## src/rtl/uart_tx_arbiter.sv

```systemverilog
// Round-robin frame arbiter feeding a shared UART TX FIFO, with an in-flight byte counter.
// Optional header byte per frame when UART_TX_ARB_HDR_EN is defined.
module uart_tx_arbiter #(
    parameter int unsigned NUM_REQ    = 4,
    parameter int unsigned FIFO_DEPTH = 16,
    parameter int unsigned CNT_W      = 5
) (
    input  logic                   clk,
    input  logic                   rst,
    input  logic [NUM_REQ-1:0]     req,
    input  logic [NUM_REQ*8-1:0]   req_data,
    input  logic [NUM_REQ-1:0]     req_last,
    output logic [NUM_REQ-1:0]     req_ack,
    output logic [NUM_REQ-1:0]     grant,
    output logic                   busy,
    input  logic                   fifo_full,
    input  logic                   transmission_complete,
    output logic                   trans_start,
    output logic [7:0]             data_in,
    output logic [CNT_W-1:0]       in_flight,
    output logic                   line_idle
);

    localparam int unsigned IDX_W = (NUM_REQ > 1) ? $clog2(NUM_REQ) : 1;
    localparam logic [CNT_W-1:0] CNT_MAX = {CNT_W{1'b1}};

    if (CNT_W < $clog2(FIFO_DEPTH + 2)) begin : g_cnt_w_check
        $error("CNT_W cannot hold FIFO_DEPTH+1");
    end

`ifdef UART_TX_ARB_HDR_EN
    typedef enum logic [1:0] {IDLE, XFER, HDR} state_t;
`else
    typedef enum logic [1:0] {IDLE, XFER} state_t;
`endif

    state_t               state, state_n;
    logic [IDX_W-1:0]     gidx, gidx_n;
    logic [IDX_W-1:0]     rr_ptr, rr_ptr_n;
    logic [NUM_REQ-1:0]   grant_n;
    logic                 pick_found;
    logic [IDX_W-1:0]     pick_idx;
    int unsigned          cand;

    // First requester after rr_ptr, wrapping modulo NUM_REQ
    always_comb begin
        pick_found = 1'b0;
        pick_idx   = '0;
        cand       = 0;
        for (int unsigned k = 1; k <= NUM_REQ; k++) begin
            cand = 32'(rr_ptr) + k;
            if (cand >= NUM_REQ) cand = cand - NUM_REQ;
            if (!pick_found && req[cand[IDX_W-1:0]]) begin
                pick_found = 1'b1;
                pick_idx   = cand[IDX_W-1:0];
            end
        end
    end

    always_ff @(posedge clk) begin
        if (rst) begin
            state  <= IDLE;
            gidx   <= '0;
            grant  <= '0;
            rr_ptr <= IDX_W'(NUM_REQ - 1);
        end else begin
            state  <= state_n;
            gidx   <= gidx_n;
            grant  <= grant_n;
            rr_ptr <= rr_ptr_n;
        end
    end

    // Next state plus same-cycle FIFO write handshake
    always_comb begin
        state_n     = state;
        gidx_n      = gidx;
        grant_n     = grant;
        rr_ptr_n    = rr_ptr;
        trans_start = 1'b0;
        data_in     = 8'h00;
        req_ack     = '0;
        busy        = (state != IDLE);
        case (state)
            IDLE: begin
                if (pick_found) begin
                    gidx_n  = pick_idx;
                    grant_n = NUM_REQ'(1) << pick_idx;
`ifdef UART_TX_ARB_HDR_EN
                    state_n = HDR;
`else
                    state_n = XFER;
`endif
                end
            end
`ifdef UART_TX_ARB_HDR_EN
            HDR: begin
                data_in = 8'hA0 | 8'(gidx);
                if (!fifo_full) begin
                    trans_start = 1'b1;
                    state_n     = XFER;
                end
            end
`endif
            XFER: begin
                trans_start   = req[gidx] & ~fifo_full;
                data_in       = req_data[{gidx, 3'b000} +: 8];
                req_ack[gidx] = trans_start;
                if (trans_start && req_last[gidx]) begin
                    rr_ptr_n = gidx;
                    grant_n  = '0;
                    state_n  = IDLE;
                end
            end
            default: begin
                state_n = IDLE;
                grant_n = '0;
            end
        endcase
        if (rst) begin
            trans_start = 1'b0;
            req_ack     = '0;
            busy        = 1'b0;
            data_in     = 8'h00;
        end
    end

    // Saturating bytes-in-flight counter; simultaneous push and complete cancel
    always_ff @(posedge clk) begin
        if (rst) begin
            in_flight <= '0;
        end else if (trans_start && !transmission_complete && in_flight != CNT_MAX) begin
            in_flight <= in_flight + CNT_W'(1);
        end else if (!trans_start && transmission_complete && in_flight != '0) begin
            in_flight <= in_flight - CNT_W'(1);
        end
    end

    assign line_idle = (in_flight == '0) && (state == IDLE);

endmodule

```

## config.mk

```make
export PLATFORM = sky130hd
export DESIGN_NAME = uart_tx_arbiter
export DESIGN_NICKNAME = d
export VERILOG_FILES = /design/src/rtl/uart_tx_arbiter.sv
export SDC_FILE = /design/constraint.sdc
export NUM_CORES = 1
export LEC_CHECK = 0
export BUFFER_PORTS_ARGS = -buffer_cell sky130_fd_sc_hd__buf_2
export CELL_PAD_IN_SITES_DETAIL_PLACEMENT = 0
export CELL_PAD_IN_SITES_GLOBAL_PLACEMENT = 1
export CORE_ASPECT_RATIO = 0.6
export CORE_MARGIN = 8
export CORE_UTILIZATION = 35
export CTS_CLUSTER_DIAMETER = 200
export DETAILED_ROUTE_END_ITERATION = 12
export GPL_ROUTABILITY_DRIVEN = 0
export PLACE_DENSITY = 0.91
export SYNTH_ARGS = -nofsm -noshare
export SYNTH_HDL_FRONTEND = slang
export SYNTH_SLANG_ARGS = --single-unit
```

## constraint.sdc

```tcl
create_clock -name clk -period 8.3 [get_ports clk]
set_input_delay 2.075 -clock clk [delete_from_list [all_inputs] [get_ports clk]]
set_output_delay 2.075 -clock clk [all_outputs]
set_load 0.02 [all_outputs]
```

== Yosys cells after proc, flatten, opt, wreduce, memory -nomap -nowiden ==
Cells that the tools add are included.
Widths: inputs -> output; s select.

* Register bits after elaboration: 15
* Input bits: 44
* Output and inout bits: 24
* Word-level logic and storage cells: 98

* Add/subtract/negate cells: 10
* $lt $le $gt $ge: 10
* Eq/ne operators: 4
* Shift-type cells: 2
* Mux-type cells: 41
* Bitwise operators: 3
* Reduce and logical (&&, ||, !) cells: 23

{| class="wikitable"
|+ Operators with widths
! operator !! count
|-
| $shiftx 32x6->8 || 1
|-
| $mux 2 || 10
|-
| $mux 4 || 4
|-
| $mux 8 || 2
|-
| $lt 2x3->1 const B || 5
|-
| $mux 1 || 14
|-
| $bmux 1 s2 || 6
|-
| $logic_and 1x1->1 || 10
|-
| $mux 5 || 2
|-
| $ge 3x3->1 const B || 3
|-
| $pmux 4 s2 || 1
|-
| $sub 2x1->2 const B || 4
|-
| $add 2x2->3 const B || 2
|-
| $reduce_and 2->1 || 3
|-
| $add 5x1->5 const B || 1
|-
| $logic_not 1->1 || 5
|-
| $logic_not 5->1 || 1
|-
| $ne 5x5->1 const B || 1
|-
| $reduce_bool 5->1 || 1
|-
| $sub 5x1->5 const B || 1
|-
| $add 2x3->4 const B || 1
|-
| $and 4x4->4 || 1
|-
| $ge 4x3->1 const B || 1
|-
| $ne 2x2->1 const B || 2
|-
| other kinds (10) || 11
|}

== Depth between registers and ports, before layout ==
* Word-level depth: 18
* Depth in mapped cells: 11
* Gate-level depth less buffers: 10

== Worst setup path before layout ==
OpenSTA, ideal clock, no wires.

* Path kind: input -> output
* From: input port fifo_full
* To: output port req_ack[2]
* Arrival: 3.214 ns
* Data required time: 6.225 ns
* Slack: 3.011 ns
* Stages on the path: 3
* Path buffers: 0
* Cells stage by stage: nand3b_1 -> a2bb2oi_2 -> nor4b_1

* Word-level cells in the longest chain between the ends: 5

{| class="wikitable"
|+ RTL lines
! element !! RTL line !! text
|-
| from (decl) || 16 || <nowiki>input logic fifo_full,</nowiki>
|-
| $not 1->1 || 106 || <nowiki>trans_start = req[gidx] & ~fifo_full;</nowiki>
|-
| $and 1x1->1 || 106 ||
|-
| $and 4x4->4 (no line) || n/a ||
|-
| $mux 4 || 84 || <nowiki>case (state)</nowiki>
|-
| $mux 4 || 120 || <nowiki>if (rst) begin</nowiki>
|-
| to (decl) || 13 || <nowiki>output logic [NUM_REQ-1:0] req_ack,</nowiki>
|}

No other way between the ends.

== Final worst setup path ==
* From: input port rst
* To: output port data_in[0]

* Word-level cells in the longest chain between the ends: 1

{| class="wikitable"
|+ RTL lines
! element !! RTL line !! text
|-
| from (decl) || 9 || <nowiki>input logic rst,</nowiki>
|-
| $mux 8 || 120 ||
|-
| to (decl) || 19 || <nowiki>output logic [7:0] data_in,</nowiki>
|}

No other way between the ends.

==> metrics.md <==
| Metric | Value |
|---|---|
| Area leader, netlist | dfxtp_1 |
| Fin crit period | 5490 ps |
| Pin count of the biggest net entering global routing | 20 |
| Synth area leaders | dfxtp_1, mux4_2, and3_1 |
| Worst hold slack | 478 ps |
| Placed Area | 1630 um2 |
| Seq cells post-synth | 14 |
| Clk root buf | clkbuf_8 |
| Initial core utilization | 35.5% |
| Element type at the critical path end | output pin |
| H-tree Lvls | 1 |
| Asr flop ratio synth | 0% |
| R2R Setup Slk | 4930 ps |
| Core area | 3570 um2 |
| Max-slew headroom | 49.1% |
| Worst vdd ir | 0.0000853 V |
| Register area share after synthesis | 22.1% |
| DRC Markers | 0 |
| Final core occ | 47.1% |
| Die width | 93.7 um |
| Number of synthesized flops with an enable pin | 0 |
| Slew Limit Fails | 0 |
| Drt total wl | 3.74 mm |
| Post-CTS Hold Buffers | 0 |
| Wire per inst | 15.5 um |
| Cells after Synth | 130 |
| Pleak | 0.767 nW |
| Post-DR vias/cell | 5.36 |
| Syn. warnings | 0 |
| Num CTS Buffers | 3 |
| CTS clk-pin slew, worst paths | 60 ps |
| Final Cell Area | 1680 um2 |
| Critical Path Start Type | input port |
| Max Cap Viol | 0 |
| # IOs | 68 |
| Max clock buf depth | 2 |
| Final antenna diode count | 0 |
| Top-area cell type share of the netlist area | 22.1% |
| Setup tns final | 0 ps |
| Buffers on Ports | 67 |
| DRT Pass-1 Iters | 4 |
| FF-to-FF Start | gidx[1]$_SDFFE_PP0P_ |
| Post-DP HPWL | 3.10 mm |
| Final Skew | 6.42 ps |
| Worst-Margin Slew | 762 ps |
| Die area | 5870 um2 |
| Vias in the first global route | 1,248 |
| CP required | 6230 ps |
| CTS tree | built |
| Fmax | 182 MHz |
| RSZ-0062 raised after global routing | no |
| Synth Flop Type | dfxtp_1 |
| DRT antenna net count | 0 |
| Nets@finish | 243 |
| Synth Area per Inst | 9.75 um2 |
| Hold Crit Class | register to register |
| R2r worst-path depth | 10 |
| Hold Fails Final Rpt | 0 |
| FILL cells | 353 |
| Final worst path period share | 66.2% |
| Worst Path Max Fanout | 19 |
| Setup bufs post-CTS | 0 |
| Clk_lat worst skew | 250 ps |
| Remaining Overflow, GRT | 0 |
| # resized after CTS | 0 |
| Status | finished, final reports clean |
| CP arrival | 3420 ps |
| Area of the multi-input gates | 913 um2 |
| Critical path class | input port to output pin |
| Worst Hold Launch | grant[3]$_SDFFE_PP0P_ |
| Global-route wire length before repair | 5.88 mm |
| Initial DRC count | 56 |
| Hold path depth | 2 |
| Std-Cell Rows | 17 |
| Layout cells sized above 1 | 50.5% |
| Setup violations, final | 0 |
| Worst Hold End | grant[3]$_SDFFE_PP0P_ |
| Post-Syn Nets | 178 |
| Die H | 62.6 um |
| Pwr/cell area | 228 nW/um2 |
| DR vias | 1,292 |
| Area growth from synthesis to layout | 32.7% |
| Total power | 0.383 mW |
| GRT Util Overall | 12.1% |
| Initial antenna violation count | 0 |
| CTS sink count | 14 |
| Total area of sequential cells | 280 um2 |
| RR Endpoint | in_flight[4]$_SDFFE_PP0P_ |
| Synth cell types | 53 |
| Synth Cell Area | 1270 um2 |
cells in the final DEF (no fill, tap or decap), types with 2 or more instances in the layout:
| cell | count |
|---|---|
| buf_2 | 67 |
| dfxtp_1 | 14 |
| and3_1 | 8 |
| inv_1 | 7 |
| mux4_2 | 7 |
| nand2_1 | 6 |
| mux2i_1 | 5 |
| nand3_1 | 5 |
| o21ai_0 | 5 |
| nor2_1 | 4 |
| o21ai_2 | 4 |
| clkbuf_8 | 4 |
| nand3b_1 | 3 |
| nor3_1 | 3 |
| a21oi_2 | 3 |
| a21oi_1 | 3 |
| ha_1 | 3 |
| o21ai_1 | 2 |
| nor3b_2 | 2 |
| nand2b_1 | 2 |
| a211oi_1 | 2 |
| nor2b_1 | 2 |
| o22ai_1 | 2 |
| o32ai_1 | 2 |
| xnor2_1 | 2 |
synth_stat cells, types with 2 or more instances:
master,count
inv_1,7
a21oi_2,3
o32ai_1,2
nor3_1,3
ha_1,3
o21ai_1,2
a21oi_1,3
nand2b_1,2
nor3b_2,2
mux4_2,7
o21ai_0,5
dfxtp_1,14
and3_1,8
nand3_1,5
nand3b_1,3
nand2_1,6
nor2b_1,2
nor2_1,4
clkbuf_1,5
o21ai_2,4
o22ai_1,2
a211oi_1,2
mux2i_1,5
xnor2_1,2
worst max-delay path, stage by stage:
cell	delay, ps
buf_2	270
clkinv_1	530
and3_1	380
buf_2	160
power breakdown:
part           internal [mW]  total (mW)  switching (mW)
Clock                 0.0420      0.0664          0.0244
Sequential            0.0822       0.106          0.0243
Combinational         0.0982       0.211           0.112
Total                  0.222       0.383           0.161
final cells by class:
type / count / area share, %
Tap cell: 47 / 3.50
Inverter: 9 / 2.31
Sequential cell: 14 / 16.7
Multi-Input combinational cell: 100 / 54.3
Timing Repair Buffer: 67 / 19.9
Clock buffer: 4 / 3.27
cells by family (layout without fill, tap and decap cells):
kind of cell	count (synthesis)	after routing	synth area share, %
AOI/OAI and AO/OA	34	34	22.2
xor gates and xnor gates	2	2	1.38
adders and majority gates	4	4	4.54
buffers and inverters	16	80	5.82
DFF	14	14	22.1
muxes	16	16	21.6
and+or+nand+nor	44	44	22.3
per-stage QoR:
step | setup WS [ps] | cells
2_1_floorplan | 3010 | 130
3_3_place_gp | 2850 | 237
4_1_cts | 2800 | 241
6_report | 2810 | 241
3_5_place_dp | 2780 | 237
5_1_grt | 2690 | 241
routing by layer:
layer  part of all wire (%)  global-route usage, %
met1                     50                   15.5
met2                     40                   19.0
met3                    9.2                   3.60
met4                   0.94                   3.54
met5                      0                      0
sequential cells by signal, indices dropped and copies added, names as in the netlist:
register and flops:
gidx 2, state 1, grant 4, rr_ptr 2, in_flight 5
worst max-delay path by stage:
stage,from,endpoint,slack (ps),cells past startpoint
2_1_floorplan,fifo_full,req_ack[2],3010,3
3_3_place_gp,rst,data_in[0],2850,4
3_5_place_dp,rst,data_in[0],2780,4
4_1_cts,rst,data_in[0],2800,4
5_1_grt,rst,data_in[5],2690,4
6_report,rst,data_in[0],2810,4
Power figures use the tool's default switching activity.
